### src/rtl/dp_ctrl_pkg.sv
// Shared types and elaboration-time helpers for the dot-product sequencer.
// Holds the FSM encoding, the integer helpers and the pipeline drain length.
package dp_ctrl_pkg;

    typedef enum logic [2:0] {
        ST_IDLE  = 3'd0,
        ST_CLEAR = 3'd1,
        ST_FEED  = 3'd2,
        ST_DRAIN = 3'd3,
        ST_DONE  = 3'd4
    } state_t;

    function automatic int ceil_div(input int a, input int b);
        return (a + b - 1) / b;
    endfunction

    function automatic int clog2(input int v);
        int r;
        r = 0;
        while ((1 << r) < v) begin
            r++;
        end
        return r;
    endfunction

    function automatic int max2(input int a, input int b);
        return (a > b) ? a : b;
    endfunction

    // Operand register + multiplier + adder input register + adder + sum register.
    function automatic int drain_cycles(input int fpm_delay, input int fpa_delay);
        return fpm_delay + fpa_delay + 4;
    endfunction

endpackage

### src/rtl/dp_seq_counter.sv
// Loadable down-counter with zero flag, shared by the FEED and DRAIN phases.
// Load wins over decrement; decrementing at zero holds at zero.
module dp_seq_counter #(
    parameter int W = 5
) (
    input  logic         clk,
    input  logic         rst_n,
    input  logic         load,
    input  logic [W-1:0] load_val,
    input  logic         dec,
    output logic         zero
);

    logic [W-1:0] cnt_q;
    logic [W-1:0] cnt_d;

    always_comb begin
        cnt_d = cnt_q;
        if (load) begin
            cnt_d = load_val;
        end else if (dec && (cnt_q != '0)) begin
            cnt_d = cnt_q - W'(1);
        end
    end

    always_ff @(posedge clk or negedge rst_n) begin
        if (!rst_n) begin
            cnt_q <= '0;
        end else begin
            cnt_q <= cnt_d;
        end
    end

    assign zero = (cnt_q == '0);

endmodule

### src/rtl/dot_product_sequencer.sv
// Runs one dot product per start: clear, N_FEED operand beats, pipeline drain, hold result.
// Result valid 2+N_FEED+DRAIN cycles after start; held on res_valid until res_ready, abort cancels.
module dot_product_sequencer
    import dp_ctrl_pkg::*;
#(
    parameter int PIXEL_N   = 10,
    parameter int PARALLEL  = 2,
    parameter int FPM_DELAY = 6,
    parameter int FPA_DELAY = 2,
    parameter int VAL_SIZE  = 26,
    parameter int ADDR_W    = 8
) (
    input  logic                clk,
    input  logic                GlobalReset,
    input  logic                start_valid,
    output logic                start_ready,
    input  logic [ADDR_W-1:0]   base_addr,
    input  logic                abort,
    output logic                feed_valid,
    output logic [ADDR_W-1:0]   feed_addr,
    output logic [PARALLEL-1:0] feed_mask,
    output logic                dp_clear,
    input  logic [VAL_SIZE-1:0] dp_value,
    output logic                res_valid,
    input  logic                res_ready,
    output logic [VAL_SIZE-1:0] res_data,
    output logic                busy
);

    localparam int N_FEED = ceil_div(PIXEL_N, PARALLEL);
    localparam int REM    = PIXEL_N - (N_FEED - 1) * PARALLEL;
    localparam int DRAIN  = drain_cycles(FPM_DELAY, FPA_DELAY);
    localparam int CNT_W  = clog2(max2(N_FEED, DRAIN)) + 1;

    localparam logic [CNT_W-1:0]    FEED_LOAD = CNT_W'(N_FEED - 1);
    localparam logic [CNT_W-1:0]    DRAIN_LOAD = CNT_W'(DRAIN - 1);
    localparam logic [PARALLEL-1:0] FULL_MASK = '1;
    localparam logic [PARALLEL-1:0] LAST_MASK = FULL_MASK >> (PARALLEL - REM);

    state_t              state_q, state_d;
    logic [ADDR_W-1:0]   addr_q, addr_d;
    logic [VAL_SIZE-1:0] res_q, res_d;
    logic                abort_clr_q, abort_clr_d;

    logic                cnt_load;
    logic [CNT_W-1:0]    cnt_load_val;
    logic                cnt_dec;
    logic                cnt_zero;

    dp_seq_counter #(
        .W (CNT_W)
    ) u_counter (
        .clk      (clk),
        .rst_n    (GlobalReset),
        .load     (cnt_load),
        .load_val (cnt_load_val),
        .dec      (cnt_dec),
        .zero     (cnt_zero)
    );

    always_comb begin
        state_d      = state_q;
        addr_d       = addr_q;
        res_d        = res_q;
        abort_clr_d  = 1'b0;
        cnt_load     = 1'b0;
        cnt_load_val = '0;
        cnt_dec      = 1'b0;

        // Abort outranks everything else; the datapath gets a clear the cycle after.
        if ((state_q != ST_IDLE) && abort) begin
            state_d     = ST_IDLE;
            abort_clr_d = 1'b1;
        end else begin
            case (state_q)
                ST_IDLE: begin
                    if (start_valid) begin
                        addr_d  = base_addr;
                        state_d = ST_CLEAR;
                    end
                end
                ST_CLEAR: begin
                    cnt_load     = 1'b1;
                    cnt_load_val = FEED_LOAD;
                    state_d      = ST_FEED;
                end
                ST_FEED: begin
                    addr_d = addr_q + ADDR_W'(1);
                    if (cnt_zero) begin
                        cnt_load     = 1'b1;
                        cnt_load_val = DRAIN_LOAD;
                        state_d      = ST_DRAIN;
                    end else begin
                        cnt_dec = 1'b1;
                    end
                end
                ST_DRAIN: begin
                    if (cnt_zero) begin
                        res_d   = dp_value;
                        state_d = ST_DONE;
                    end else begin
                        cnt_dec = 1'b1;
                    end
                end
                ST_DONE: begin
                    if (res_ready) begin
                        state_d = ST_IDLE;
                    end
                end
                default: begin
                    state_d = ST_IDLE;
                end
            endcase
        end
    end

    always_ff @(posedge clk or negedge GlobalReset) begin
        if (!GlobalReset) begin
            state_q     <= ST_IDLE;
            addr_q      <= '0;
            res_q       <= '0;
            abort_clr_q <= 1'b0;
        end else begin
            state_q     <= state_d;
            addr_q      <= addr_d;
            res_q       <= res_d;
            abort_clr_q <= abort_clr_d;
        end
    end

    assign start_ready = (state_q == ST_IDLE);
    assign busy        = (state_q != ST_IDLE);
    assign feed_valid  = (state_q == ST_FEED);
    assign feed_addr   = addr_q;
    assign feed_mask   = (state_q != ST_FEED) ? '0 : (cnt_zero ? LAST_MASK : FULL_MASK);
    assign dp_clear    = (state_q == ST_CLEAR) || abort_clr_q;
    assign res_valid   = (state_q == ST_DONE);
    assign res_data    = res_q;

endmodule

### config.mk
export PLATFORM = sky130hd
export DESIGN_NAME = dot_product_sequencer
export DESIGN_NICKNAME = d
export VERILOG_FILES = /design/src/rtl/dp_ctrl_pkg.sv /design/src/rtl/dp_seq_counter.sv /design/src/rtl/dot_product_sequencer.sv
export SDC_FILE = /design/constraint.sdc
export NUM_CORES = 1
export LEC_CHECK = 0
export ABC_AREA = 0
export ABC_CLOCK_PERIOD_IN_PS = 3100
export CORE_MARGIN = 5
export CORE_UTILIZATION = 46
export CTS_CLUSTER_DIAMETER = 150
export DETAILED_ROUTE_END_ITERATION = 16
export GPL_TIMING_DRIVEN = 1
export PLACE_DENSITY_LB_ADDON = 0.1
export REMOVE_ABC_BUFFERS = 1
export SETUP_SLACK_MARGIN = 0.1
export SLEW_MARGIN = 10
export SYNTH_ARGS = -nofsm -noshare
export SYNTH_HDL_FRONTEND = slang
export SYNTH_SLANG_ARGS = --single-unit
### constraint.sdc
create_clock -name clk -period 3.1 [get_ports clk]
set_input_delay 0.62 -clock clk [delete_from_list [all_inputs] [get_ports clk]]
set_output_delay 0.62 -clock clk [all_outputs]
set_load 0.05 [all_outputs]
* Yosys cells after proc, flatten, opt, wreduce, memory -nomap -nowiden *
Cells that the tools add are included.

cells by class
  add/subtract/negate cells = 2
  eq/ne operators = 10
  multiplexer cells = 21
  bitwise logic cells = 1
  reductions and logical operators = 13

operators with widths
  operator                                          count
  one-hot mux 8 bit (2 select lines)                1
  2-to-1 mux 3 bit                                  5
  one-hot mux 3 bit (5 select lines)                1
  2-to-1 mux 5 bit                                  2
  adder 8 x 1 -> 8 bit, second input constant       1
  2-to-1 mux 4 bit                                  2
  2-to-1 mux 8 bit                                  1
  one-hot mux 4 bit (2 select lines)                1
  == test 3 x 2 -> 1 bit, second input constant     2
  2-to-1 mux 1 bit                                  6
  != test 3 x 1 -> 1 bit, second input constant     2
  != test 3 x 2 -> 1 bit, second input constant     2
  AND reduction 3 bit                               2
  logical NOT 5 bit                                 1
  nonzero test 5 bit                                1
  subtractor 5 x 1 -> 5 bit, second input constant  1
  AND reduction 4 bit                               1
  nonzero test 2 bit                                2
  == test 3 x 1 -> 1 bit, second input constant     1
  == test 3 bit, second input constant              1
  logical NOT 3 bit                                 1
  != test 3 bit, second input constant              1
  nonzero test 3 bit                                1
  logical AND 1 bit                                 2
  6 further kinds                                   6

storage, ports and cells
  register bits = 43
  logic and storage cells = 52

* Logic depth before layout (Yosys ltp) *
  depth in word-level cells = 7
  mapped depth = 7

* By module *
A second synthesis with hierarchy kept.

second synthesis, totals
  cell total of the unflattened synthesis = 177
  area total of the unflattened synthesis = 2,144.6 µm²

modules (own cells, without submodules)
  module                 times used  cells an instance  area an instance (µm²)
  dot_product_sequencer  1           145                1,840.5
  dp_seq_counter         1           32                 304.0

* Least setup slack after synthesis *
No wires, ideal clock.

  kind = reg-to-output
  start point = register state_q[2]
  end point = output busy
  arrival = 2.532 ns
  required time = 2.480 ns
  setup slack = -0.052 ns
  cell stages (with the launch flop) = 4
  path through = dfrtp_1 -> buf_1 -> nor3_1 -> inv_1

between the ends
  word-level cells in the longest chain between the ends = 1

RTL lines
  what                      line                          RTL
  start: declaration        dot_product_sequencer.sv:40   state_t state_q, state_d;
  start signal: assignment  dot_product_sequencer.sv:124  state_q <= state_d;
  nonzero test 3 bit        dot_product_sequencer.sv:132  assign busy = (state_q != ST_IDLE);
  end: declaration          dot_product_sequencer.sv:27   output logic busy

Every way passes these cells.

* Final worst setup path *
  start point = register state_q[2]
  end point = output feed_mask[1]

between the ends
  word-level cells in the longest chain between the ends = 2

RTL lines
  what                    line                          RTL
  != test 3 x 2 -> 1 bit  dot_product_sequencer.sv:135  assign feed_mask = (state_q != ST_FEED) ? '0 : (cnt_zero ? LAST_MASK : FULL_MASK);
  2-to-1 mux 2 bit        dot_product_sequencer.sv:135
  end: declaration        dot_product_sequencer.sv:21   output logic [PARALLEL-1:0] feed_mask,

Every way passes these cells.

==> impl_results.rst <==
.. list-table::
   :header-rows: 1

   * - Metric
     - Value
   * - # port buffers
     - 79
   * - 1st-pass router iterations
     - 5
   * - Number of instances in the synthesized netlist
     - 164
   * - Cell Count, Final, Fillers Out
     - 294
   * - Number of DRC violations after detailed-routing iteration 0
     - 55
   * - Pin count of the biggest net entering global routing
     - 44
   * - Tcrit/Tclk final
     - 84.4%
   * - Reg2reg end
     - res_data[6]
   * - Antenna violations before repair
     - 0
   * - Maximum buffer depth of the clock tree
     - 2
   * - TritonCTS clock tree
     - yes
   * - Leakage Power
     - 1.19 nW
   * - Routed Antenna Nets
     - 0
   * - Cell Area, Synth
     - 1980 sq um
   * - Commonest register cell after synthesis
     - sky130_fd_sc_hd__dfrtp_1
   * - Switching power
     - 1.52 mW
   * - Number of maximum-capacitance constraint violations
     - 0
   * - Average cell area after synthesis
     - 12.1 sq um
   * - Sequential element share of the synthesized area
     - 54.3%
   * - Cell row count
     - 23
   * - Chip Height
     - 75.6 microns
   * - Class of the worst hold path
     - primary input to async pin
   * - Part of the total power dissipated in combinational logic
     - 57.5%
   * - Worst voltage drop across the vdd grid
     - 0.621 mV
   * - Flip-flop and latch count after synthesis
     - 43
   * - Placed cell count
     - 287
   * - Clock-pin slew of the registers on the worst-case setup and hold paths
     - 0.08 ns
   * - Final Hold Vio Count
     - 0
   * - Minimum clock period after layout
     - 2.62 ns
   * - Async set-reset flop share out of synthesis
     - 100%
   * - Die Width
     - 75.6 microns
   * - Share of power burned in the clock network
     - 11.4%
   * - Most common cell after layout, fill and taps aside
     - sky130_fd_sc_hd__clkdlybuf4s50_1
   * - Max Clock Freq
     - 382 MHz
   * - Wire length of the first global-routing pass
     - 7.79 mm
   * - Die footprint
     - 5720 sq um
   * - Gpl congestion
     - 0.816
   * - Required time at the worst-slack endpoint
     - 2.48 ns
   * - Worst slew slack as a fraction of its limit
     - 37.2%
   * - Final Worst Setup Slack
     - 0.485 ns
   * - Startpoint of the most critical register-to-register path
     - u_counter.cnt_q[0]
   * - Kind of end point of the critical path
     - output port
   * - Register cell area after layout
     - 1080 sq um
   * - Sequential group share of total power
     - 31.1%
   * - RSZ-0062 raised after global routing
     - no
   * - Setup Viol. Count Final
     - 0
   * - Count of flip-flops with a built-in enable after synthesis
     - 0
   * - Deepest level of the CTS H-tree
     - 2
   * - Clock network latency to the later pin of the worst-skew pair
     - 0.29 ns
   * - Post-Route WL
     - 4.79 mm
   * - Fraction of power spent switching nets
     - 48.2%
   * - CTS sink count
     - 43
   * - Worst hold margin
     - 0.467 ns
   * - Clock skew
     - 0.00342 ns
   * - Cell chosen for the clock root
     - sky130_fd_sc_hd__clkbuf_8
   * - Number of global-route vias before repair
     - 1740
   * - Routed wire length per instance
     - 16.3 microns
   * - Count of boundary I/O pins
     - 80
   * - R2R cell count
     - 7
   * - Postcts setup bufs
     - 0
   * - Post-CTS Resized
     - 0
   * - Post-place setup slack
     - 0.762 ns
   * - Number of distinct library cells after synthesis
     - 38
   * - Register-to-register setup slack
     - 0.89 ns
   * - Fraction of final layout cells with drive strength greater than 1
     - 16.8%
   * - Startpoint-to-endpoint class of the critical path
     - register to output port
   * - Pwr per Cell Area
     - 1090 nW/um^2
   * - Total routing resource utilization after global routing
     - 17.9%
   * - PnR Total Power
     - 3.15 mW
   * - Data arrival at the endpoint of the critical path
     - 2.00 ns
   * - Area Growth Syn to Fin
     - 45.5%
   * - TritonCTS buffer count
     - 5
   * - Critical Path Start Type
     - register
   * - Run status
     - finished, final reports clean
   * - Effective utilization at floorplan
     - 48.5%
   * - Slew at the pin closest to its max-slew limit
     - 0.941 ns
   * - Multi-input logic area
     - 833 sq um
   * - DPL Wire Length
     - 3.56 mm
   * - Post-DR vias/cell
     - 5.46
   * - Area of the core
     - 4090 sq um
   * - Post-cts hold buffer count
     - 0
   * - Number of antenna repair diodes
     - 0
   * - Vias post-DR
     - 1606
   * - Most frequent cells in the layout
     - sky130_fd_sc_hd__clkdlybuf4s50_1, sky130_fd_sc_hd__dfrtp_1, sky130_fd_sc_hd__mux2_2, sky130_fd_sc_hd__o21ai_0, sky130_fd_sc_hd__nand3_1
   * - Synth warn
     - 0
   * - Final Net Count
     - 285
   * - Int Power
     - 1.63 mW
   * - Congestion Overflow GR
     - 0
   * - Number of max-slew violations in the final report
     - 0
   * - Filler cells
     - 306
   * - Highest net fanout along the worst path
     - 11
   * - Final routed DRC violation total
     - 0
power groups by stage:
stage / logic (mW) / clock network [mW] / registers (mW)
floorplan: 0.478 / 0 / 1.67
global placement: 1.79 / 0 / 0.968
detailed placement: 1.82 / 0 / 0.987
CTS: 1.83 / 0.369 / 0.980
global route: 1.90 / 0.388 / 1.02
finish: 1.81 / 0.360 / 0.979
cells in the mapped netlist (2+ instances only):
cell	n	share of area, %
sky130_fd_sc_hd__a21oi_1	7	1.8
sky130_fd_sc_hd__a32oi_1	2	0.88
sky130_fd_sc_hd__and2_1	2	0.63
sky130_fd_sc_hd__buf_4	2	0.76
sky130_fd_sc_hd__buf_6	2	1.1
sky130_fd_sc_hd__clkbuf_1	4	0.76
sky130_fd_sc_hd__dfrtp_1	43	54
sky130_fd_sc_hd__ha_1	2	1.3
sky130_fd_sc_hd__inv_1	4	0.76
sky130_fd_sc_hd__mux2_2	26	15
sky130_fd_sc_hd__nand2_1	6	1.1
sky130_fd_sc_hd__nand2b_1	5	1.6
sky130_fd_sc_hd__nand3_1	10	2.5
sky130_fd_sc_hd__nand3b_1	2	0.76
sky130_fd_sc_hd__nand4_1	2	0.63
sky130_fd_sc_hd__nor2_1	5	0.95
sky130_fd_sc_hd__nor2b_1	4	1.3
sky130_fd_sc_hd__nor3_1	4	1.0
sky130_fd_sc_hd__o211ai_1	2	0.76
sky130_fd_sc_hd__o21ai_0	10	2.5
sky130_fd_sc_hd__o311ai_0	3	1.3
area by class of cell:
type	instances	share of cell area [%]
repair buffers	82	28.0
clock buffers	6	2.86
multi-input cells	108	28.9
well taps	50	2.17
clock inverters	1	0.174
inverters	4	0.521
flip-flops and latches	43	37.3
cells by family after synthesis:
group	share of synthesized area (%)
AND/OR/NAND/NOR	14.8
flip-flops	54.3
AO/OA/AOI/OAI	10.3
multiplexers	15.3
buffers and inverters	3.60
adder cells (fa/ha/maj)	1.26
XOR/XNOR	0.442
routing by layer:
layer  vias to the layer above  share of wire, %  routed length, microns  global-route usage [%]
li1                        755                 -                       -                       -
met1                       778                43                    2060                    21.9
met2                        67                47                    2250                    30.2
met3                         6               8.6                     411                    5.01
met4                         0               1.5                      71                    6.60
met5                         -                 0                       0                       0
worst max-delay path by stage:
stage	to	slack [ns]	startpoint
after floorplan	feed_mask[0]	-0.19	state_q[2]
after global placement	feed_mask[1]	0.82	state_q[2]
after detailed placement	feed_addr[5]	0.76	abort
after CTS	feed_valid	0.47	state_q[2]
after global routing	start_ready	0.35	state_q[2]
final	feed_mask[1]	0.48	state_q[2]
metrics by stage:
stage,instance area [sq um],TNS [ns],utilization (%)
finish,2880,0,70.5
global route,2880,0,70.5
floorplan,1920,-1.09,-
global placement,2800,0,68.4
detailed placement,2800,0,68.4
CTS,2880,0,70.5
critical path, stage by stage, from the launching register on:
cell and delay [ns]:
sky130_fd_sc_hd__dfrtp_1 0.51, sky130_fd_sc_hd__nor3b_2 0.33, sky130_fd_sc_hd__clkdlybuf4s50_1 0.86
registers in the layout, summed over array words and instances (netlist names):
name and flops:
abort_clr_q 1, u_counter.cnt_q 5, res_data 26, feed_addr 8
state_q 3
No activity file was read; power rests on OpenSTA's default activity.
